**src/rtl/axi_uart_lite_driver.sv**
```systemverilog
// AXI-Lite initiator driving a UART-Lite register block: Tx bytes go out through Status-gated FIFO writes, Rx bytes are drained into a stream.
// Optional macro UART_DRV_IRQ_EN: adds uart_irq_i, sets the interrupt enable in Ctrl and replaces the poll timer with the interrupt.
module axi_uart_lite_driver #(
    parameter logic [12:0] BASE_ADDR     = 13'h0000,
    parameter int          POLL_INTERVAL = 16,
    parameter logic [31:0] INIT_CTRL     = 32'h3
) (
    input  logic        clk_i,
    input  logic        rstn_i,
    output logic [12:0] m_axi_uart_awaddr,
    output logic        m_axi_uart_awvalid,
    input  logic        m_axi_uart_awready,
    output logic [31:0] m_axi_uart_wdata,
    output logic [3:0]  m_axi_uart_wstrb,
    output logic        m_axi_uart_wvalid,
    input  logic        m_axi_uart_wready,
    input  logic [1:0]  m_axi_uart_bresp,
    input  logic        m_axi_uart_bvalid,
    output logic        m_axi_uart_bready,
    output logic [12:0] m_axi_uart_araddr,
    output logic        m_axi_uart_arvalid,
    input  logic        m_axi_uart_arready,
    input  logic [31:0] m_axi_uart_rdata,
    input  logic [1:0]  m_axi_uart_rresp,
    input  logic        m_axi_uart_rvalid,
    output logic        m_axi_uart_rready,
    input  logic [7:0]  tx_data_i,
    input  logic        tx_valid_i,
    output logic        tx_ready_o,
    output logic [7:0]  rx_data_o,
    output logic        rx_valid_o,
    input  logic        rx_ready_i,
`ifdef UART_DRV_IRQ_EN
    input  logic        uart_irq_i,
`endif
    output logic        err_o
);

`ifdef UART_DRV_IRQ_EN
    localparam logic [31:0] CTRL_VAL = INIT_CTRL | 32'h10;
`else
    localparam logic [31:0] CTRL_VAL = INIT_CTRL;
`endif

    typedef enum logic [3:0] {
        S_INIT_WR, S_INIT_B, S_POLL_AR, S_POLL_R, S_POLL_DEC,
        S_TX_WR, S_TX_B, S_RX_AR, S_RX_R, S_WAIT
    } state_t;

    state_t      state, state_nxt;
    logic        run_q, aw_done, w_done;
    logic        tx_full;
    logic [7:0]  tx_byte;
    logic [4:0]  stat;
    logic        is_wr, aw_hs, w_hs, b_hs, ar_hs, r_hs, wr_last, wait_done;
    logic        unused_bits;

    assign is_wr = (state == S_INIT_WR) || (state == S_TX_WR);

    // run_q keeps the write valids low for the first cycle out of reset
    assign m_axi_uart_awvalid = run_q && is_wr && !aw_done;
    assign m_axi_uart_wvalid  = run_q && is_wr && !w_done;
    assign m_axi_uart_bready  = (state == S_INIT_B) || (state == S_TX_B);
    assign m_axi_uart_arvalid = (state == S_POLL_AR) || (state == S_RX_AR);
    assign m_axi_uart_rready  = (state == S_POLL_R) || (state == S_RX_R);

    assign m_axi_uart_awaddr = (state == S_TX_WR) ? BASE_ADDR + 13'h004 : BASE_ADDR + 13'h00C;
    assign m_axi_uart_wdata  = (state == S_TX_WR) ? {24'h0, tx_byte} : CTRL_VAL;
    assign m_axi_uart_wstrb  = (state == S_TX_WR) ? 4'b0001 : 4'b1111;
    assign m_axi_uart_araddr = (state == S_RX_AR) ? BASE_ADDR : BASE_ADDR + 13'h008;

    assign aw_hs   = m_axi_uart_awvalid && m_axi_uart_awready;
    assign w_hs    = m_axi_uart_wvalid && m_axi_uart_wready;
    assign b_hs    = m_axi_uart_bvalid && m_axi_uart_bready;
    assign ar_hs   = m_axi_uart_arvalid && m_axi_uart_arready;
    assign r_hs    = m_axi_uart_rvalid && m_axi_uart_rready;
    assign wr_last = is_wr && (aw_done || aw_hs) && (w_done || w_hs);

    assign tx_ready_o  = !tx_full && (state != S_INIT_WR) && (state != S_INIT_B);
    assign unused_bits = ^{m_axi_uart_rdata[31:8], stat[4], stat[2:1]};

`ifdef UART_DRV_IRQ_EN
    assign wait_done = uart_irq_i || tx_full;
`else
    localparam int          CNT_W    = (POLL_INTERVAL > 1) ? $clog2(POLL_INTERVAL) : 1;
    localparam logic [CNT_W-1:0] CNT_LAST = CNT_W'(POLL_INTERVAL - 1);

    logic [CNT_W-1:0] cnt;

    // a held byte leaves early, but only after one counted cycle so a Tx-full poll is never back-to-back
    assign wait_done = (cnt == CNT_LAST) || (tx_full && (cnt != '0));

    always_ff @(posedge clk_i or negedge rstn_i) begin
        if (!rstn_i)
            cnt <= '0;
        else if (state == S_WAIT && !wait_done)
            cnt <= cnt + 1'b1;
        else
            cnt <= '0;
    end
`endif

    always_comb begin
        state_nxt = state;
        case (state)
            S_INIT_WR:  if (wr_last) state_nxt = S_INIT_B;
            S_INIT_B:   if (b_hs)    state_nxt = S_POLL_AR;
            S_POLL_AR:  if (ar_hs)   state_nxt = S_POLL_R;
            S_POLL_R:   if (r_hs)    state_nxt = S_POLL_DEC;
            S_POLL_DEC: begin
                if (tx_full && !stat[3])
                    state_nxt = S_TX_WR;
                else if (stat[0] && !rx_valid_o)
                    state_nxt = S_RX_AR;
                else
                    state_nxt = S_WAIT;
            end
            S_TX_WR:    if (wr_last)   state_nxt = S_TX_B;
            S_TX_B:     if (b_hs)      state_nxt = S_POLL_AR;
            S_RX_AR:    if (ar_hs)     state_nxt = S_RX_R;
            S_RX_R:     if (r_hs)      state_nxt = S_POLL_AR;
            S_WAIT:     if (wait_done) state_nxt = S_POLL_AR;
            default:    state_nxt = S_INIT_WR;
        endcase
    end

    always_ff @(posedge clk_i or negedge rstn_i) begin
        if (!rstn_i) begin
            state      <= S_INIT_WR;
            run_q      <= 1'b0;
            aw_done    <= 1'b0;
            w_done     <= 1'b0;
            tx_full    <= 1'b0;
            rx_valid_o <= 1'b0;
            rx_data_o  <= 8'h00;
            err_o      <= 1'b0;
        end else begin
            state <= state_nxt;
            run_q <= 1'b1;
            if (wr_last) begin
                aw_done <= 1'b0;
                w_done  <= 1'b0;
            end else begin
                if (aw_hs) aw_done <= 1'b1;
                if (w_hs)  w_done  <= 1'b1;
            end
            // a failed Tx write still frees the holding register
            if (state == S_TX_B && b_hs)
                tx_full <= 1'b0;
            else if (tx_valid_i && tx_ready_o)
                tx_full <= 1'b1;
            if (state == S_RX_R && r_hs && m_axi_uart_rresp == 2'b00) begin
                rx_valid_o <= 1'b1;
                rx_data_o  <= m_axi_uart_rdata[7:0];
            end else if (rx_valid_o && rx_ready_i) begin
                rx_valid_o <= 1'b0;
            end
            if ((b_hs && m_axi_uart_bresp != 2'b00) || (r_hs && m_axi_uart_rresp != 2'b00))
                err_o <= 1'b1;
        end
    end

    always_ff @(posedge clk_i) begin
        if (tx_valid_i && tx_ready_o)
            tx_byte <= tx_data_i;
        if (state == S_POLL_R && r_hs)
            stat <= m_axi_uart_rdata[4:0];
    end

endmodule

```
**config.mk**
```make
export PLATFORM = sky130hd
export DESIGN_NAME = axi_uart_lite_driver
export DESIGN_NICKNAME = d
export VERILOG_FILES = /design/src/rtl/axi_uart_lite_driver.sv
export SDC_FILE = /design/constraint.sdc
export NUM_CORES = 1
export LEC_CHECK = 0
export ABC_CLOCK_PERIOD_IN_PS = 2900
export CAP_MARGIN = 25
export CORE_ASPECT_RATIO = 0.75
export CORE_MARGIN = 5
export CORE_UTILIZATION = 40
export DETAILED_ROUTE_END_ITERATION = 12
export HOLD_SLACK_MARGIN = 0.15
export PLACE_DENSITY = 0.91
export SYNTH_ARGS = -nofsm -noshare
export SYNTH_HDL_FRONTEND = slang
export SYNTH_SLANG_ARGS = --single-unit
export TNS_END_PERCENT = 50
```
**constraint.sdc**
```tcl
create_clock -name clk_i -period 2.9 [get_ports clk_i]
set_input_delay 0.87 -clock clk_i [delete_from_list [all_inputs] [get_ports clk_i]]
set_output_delay 0.87 -clock clk_i [all_outputs]
set_load 0.01 [all_outputs]
```
==> metrics.yaml <==
status: "complete, no violations"
routedWlPerCell_um: 13.0
worstSetupPathType: "reg -> out"
yosysSeqAreaShare: 0.416
final_common_cell: "clkdlybuf4s50_1"
fillers: 450
cp_cell_sequence: "or3b_1 > a21oi_1 > clkdlybuf4s50_1"
cpPeakStageDelay_ns: 0.56
nets: 319
reg2reg_depth: 5
drtPass1Iterations: 4
timing.fmax_mhz: 352
setup_viol: 0
start_util: 0.415
synth_ff_type: "dfrtp_1"
synthDistinctLibCells: 45
cp.depth: 3
syn_inst: 205
fin_skew_ns: 0.00129
antenna_found_initial: 0
diodes: 0
ys_top_cells_by_area: "dfrtp_1 27%, buf_4 19%, edfxtp_1 15%"
place_area_sq_um: 2480
drv_slew: 0
ys_warn_count: 0
placed_cells: 317
place_ws_ns: 0.144
grt_pass1_wl_um: 6300
cp-start-kind: "register"
die_area_sq_um: 6650
finalSetupTns_ns: 0
drt-total-wl_um: 4230
crit_slowest_cell: "clkdlybuf4s50_1"
grt_max_degree: 23
track_usage: 0.119
post-route-period-util: 0.978
stdcell_count: 325
cts_tree: "yes"
hold_ws_ns: 0.480
vias: 1486
synth.avg_cell_area_sq_um: 9.97
cts_htree_levels: 2
die_x_um: 92.5
final_area_sq_um: 2600
dp_hpwl_um: 3380
finalHoldViolCount: 0
clockRootBuffer: "clkbuf_8"
cts_buffers: 5
cp_top_family: "buffers and inverters"
min_period_ns: 2.84
rsz0062_at_grt: "no"
holdPathStages: 1
gp_congestion: 0.811
area_growth_pct: 27.2
crit_fanout: 10
viasPerCell: 4.57
maxCapViolations: 0
postCtsSetupBuffers: 0
drt-initial-drc-count: 79
ys_ff_latch: 32
power.density_nw_per_um2: 776
drc: 0
die_h_um: 71.9
cellLeakagePower_nw: 1.16
path_buf_inv: 1
coreArea_sq_um: 4930
drive_gt1_frac: 0.121
relSlewSlack: 0.582
arrival_ns: 1.97
cp-end-kind: "output pin"
async_reset_ff_frac: 0.688
clk_path_buf_depth: 2
min-delay-path-class: "reg -> reg"
setup_ws_ns: 0.0626
grt_pass1_vias: 1390
crit_required_ns: 2.03
ir_drop_mv: 0.417
ioPinCount: 131
synth-edff-count: 10
port_buffers: 57
fp-row-count: 22
yosysTopAreaCellShare: 0.269
yosysTopAreaCell: "dfrtp_1"
tightest_slew_ns: 0.619
netlist_area_sq_um: 2040
ant_nets: 0
clk_latency_ns: 0.28
clkSinkCount: 32
grt.overflow.total: 0
path_clk_slew_ns: 0.06
mostFrequentLayoutCells: "57 x clkdlybuf4s50_1, 50 x conb_1, 19 x dfrtp_1, 16 x nor2_1, 10 x edfxtp_1"
[through the flow]
step	total power, mW	util
floorplan	1.30	-
global placement	1.57	0.504
detailed placement	1.60	0.504
CTS	2.03	0.526
global route	2.14	0.527
finish	2.02	0.527
[area by class of cell]
class	count	area, sq um	area share
sequential	32	855	0.329
timing repair buffer	64	623	0.240
clock buffer	5	68.8	0.0265
tap	60	75.1	0.0289
multi-input combinational	152	906	0.349
clock inverter	3	37.5	0.0144
inverter	9	33.8	0.0130
[Yosys cell counts (2+ instances only)]
| master | n |
|---|---|
| buf_6 | 2 |
| nor2_1 | 16 |
| a21oi_1 | 9 |
| clkbuf_1 | 3 |
| nor3_1 | 2 |
| buf_4 | 52 |
| and2_1 | 8 |
| ha_1 | 2 |
| mux2_1 | 2 |
| nand2b_1 | 7 |
| o22a_1 | 2 |
| inv_1 | 9 |
| buf_2 | 3 |
| edfxtp_1 | 10 |
| nand2_1 | 9 |
| mux2_2 | 9 |
| nor4b_1 | 2 |
| a21o_1 | 2 |
| conb_1 | 2 |
| dfrtp_1 | 22 |
| o21ai_0 | 6 |
| a32oi_1 | 2 |
| or3_1 | 2 |
[routing by layer]
layer	vias to the layer above	share of wire	routed length [um]	track usage
met2	67	0.51	2180	0.216
met5	-	0	0	0
met4	0	0	0	0.0428
met1	707	0.37	1580	0.121
met3	0	0.11	474	0.0560
li1	712	-	-	-
[path summary, 6_finish.rpt]
path | end | from | slack, ns
setup / recovery | m_axi_uart_bready | state[2]$_DFFE_PN0P_ | 0.06
hold / removal | cnt[0]$_DFF_PN0_ | cnt[0]$_DFF_PN0_ | 0.48
setup reg to reg | state[3]$_DFFE_PN0P_ | w_done$_DFFE_PN0P_ | 1.02
hold reg to reg | cnt[0]$_DFF_PN0_ | cnt[0]$_DFF_PN0_ | 0.48
max in group asynchronous | state[0]$_DFFE_PN0P_ | rstn_i | 1.73
min in group asynchronous | rx_data_o[4]$_DFFE_PN0P_ | rstn_i | 0.93
[logic make-up (layout without fill, tap and decap cells)]
kind of cell,count (synthesis),after routing,synth area share
buffers and inverters,69,81,0.231
AO/OA/AOI/OAI,30,30,0.100
multiplexers,11,11,0.0606
flip-flops,32,32,0.416
AND/OR/NAND/NOR,56,56,0.153
adder cells (fa/ha/maj),2,2,0.0122
other,2,50,0.00368
XOR/XNOR,3,3,0.0220
[state kept, by name (all words and copies together) (netlist names)]
signal and count:
aw_done 1, err_o 1, rx_valid_o 1, cnt 4, state 4, run_q 1
stat 2, tx_byte 8, rx_data_o 8, w_done 1, tx_full 1
[where the power goes]
part	internal, mW	total (mW)	switching (mW)
clock	0.250	0.408	0.158
sequential	0.576	0.708	0.132
combinational	0.470	0.902	0.431
total	1.30	2.02	0.721
[timing repair]
| action | in CTS | in global routing |
|---|---|---|
| gates resized for setup | 3 | 2 |
| setup endpoints to repair | 10 | 9 |
| pin swaps | 0 | 0 |
| hold buffers | 0 | 0 |
| hold endpoints to repair | 0 | 0 |
(Power assumes the default switching activity.)
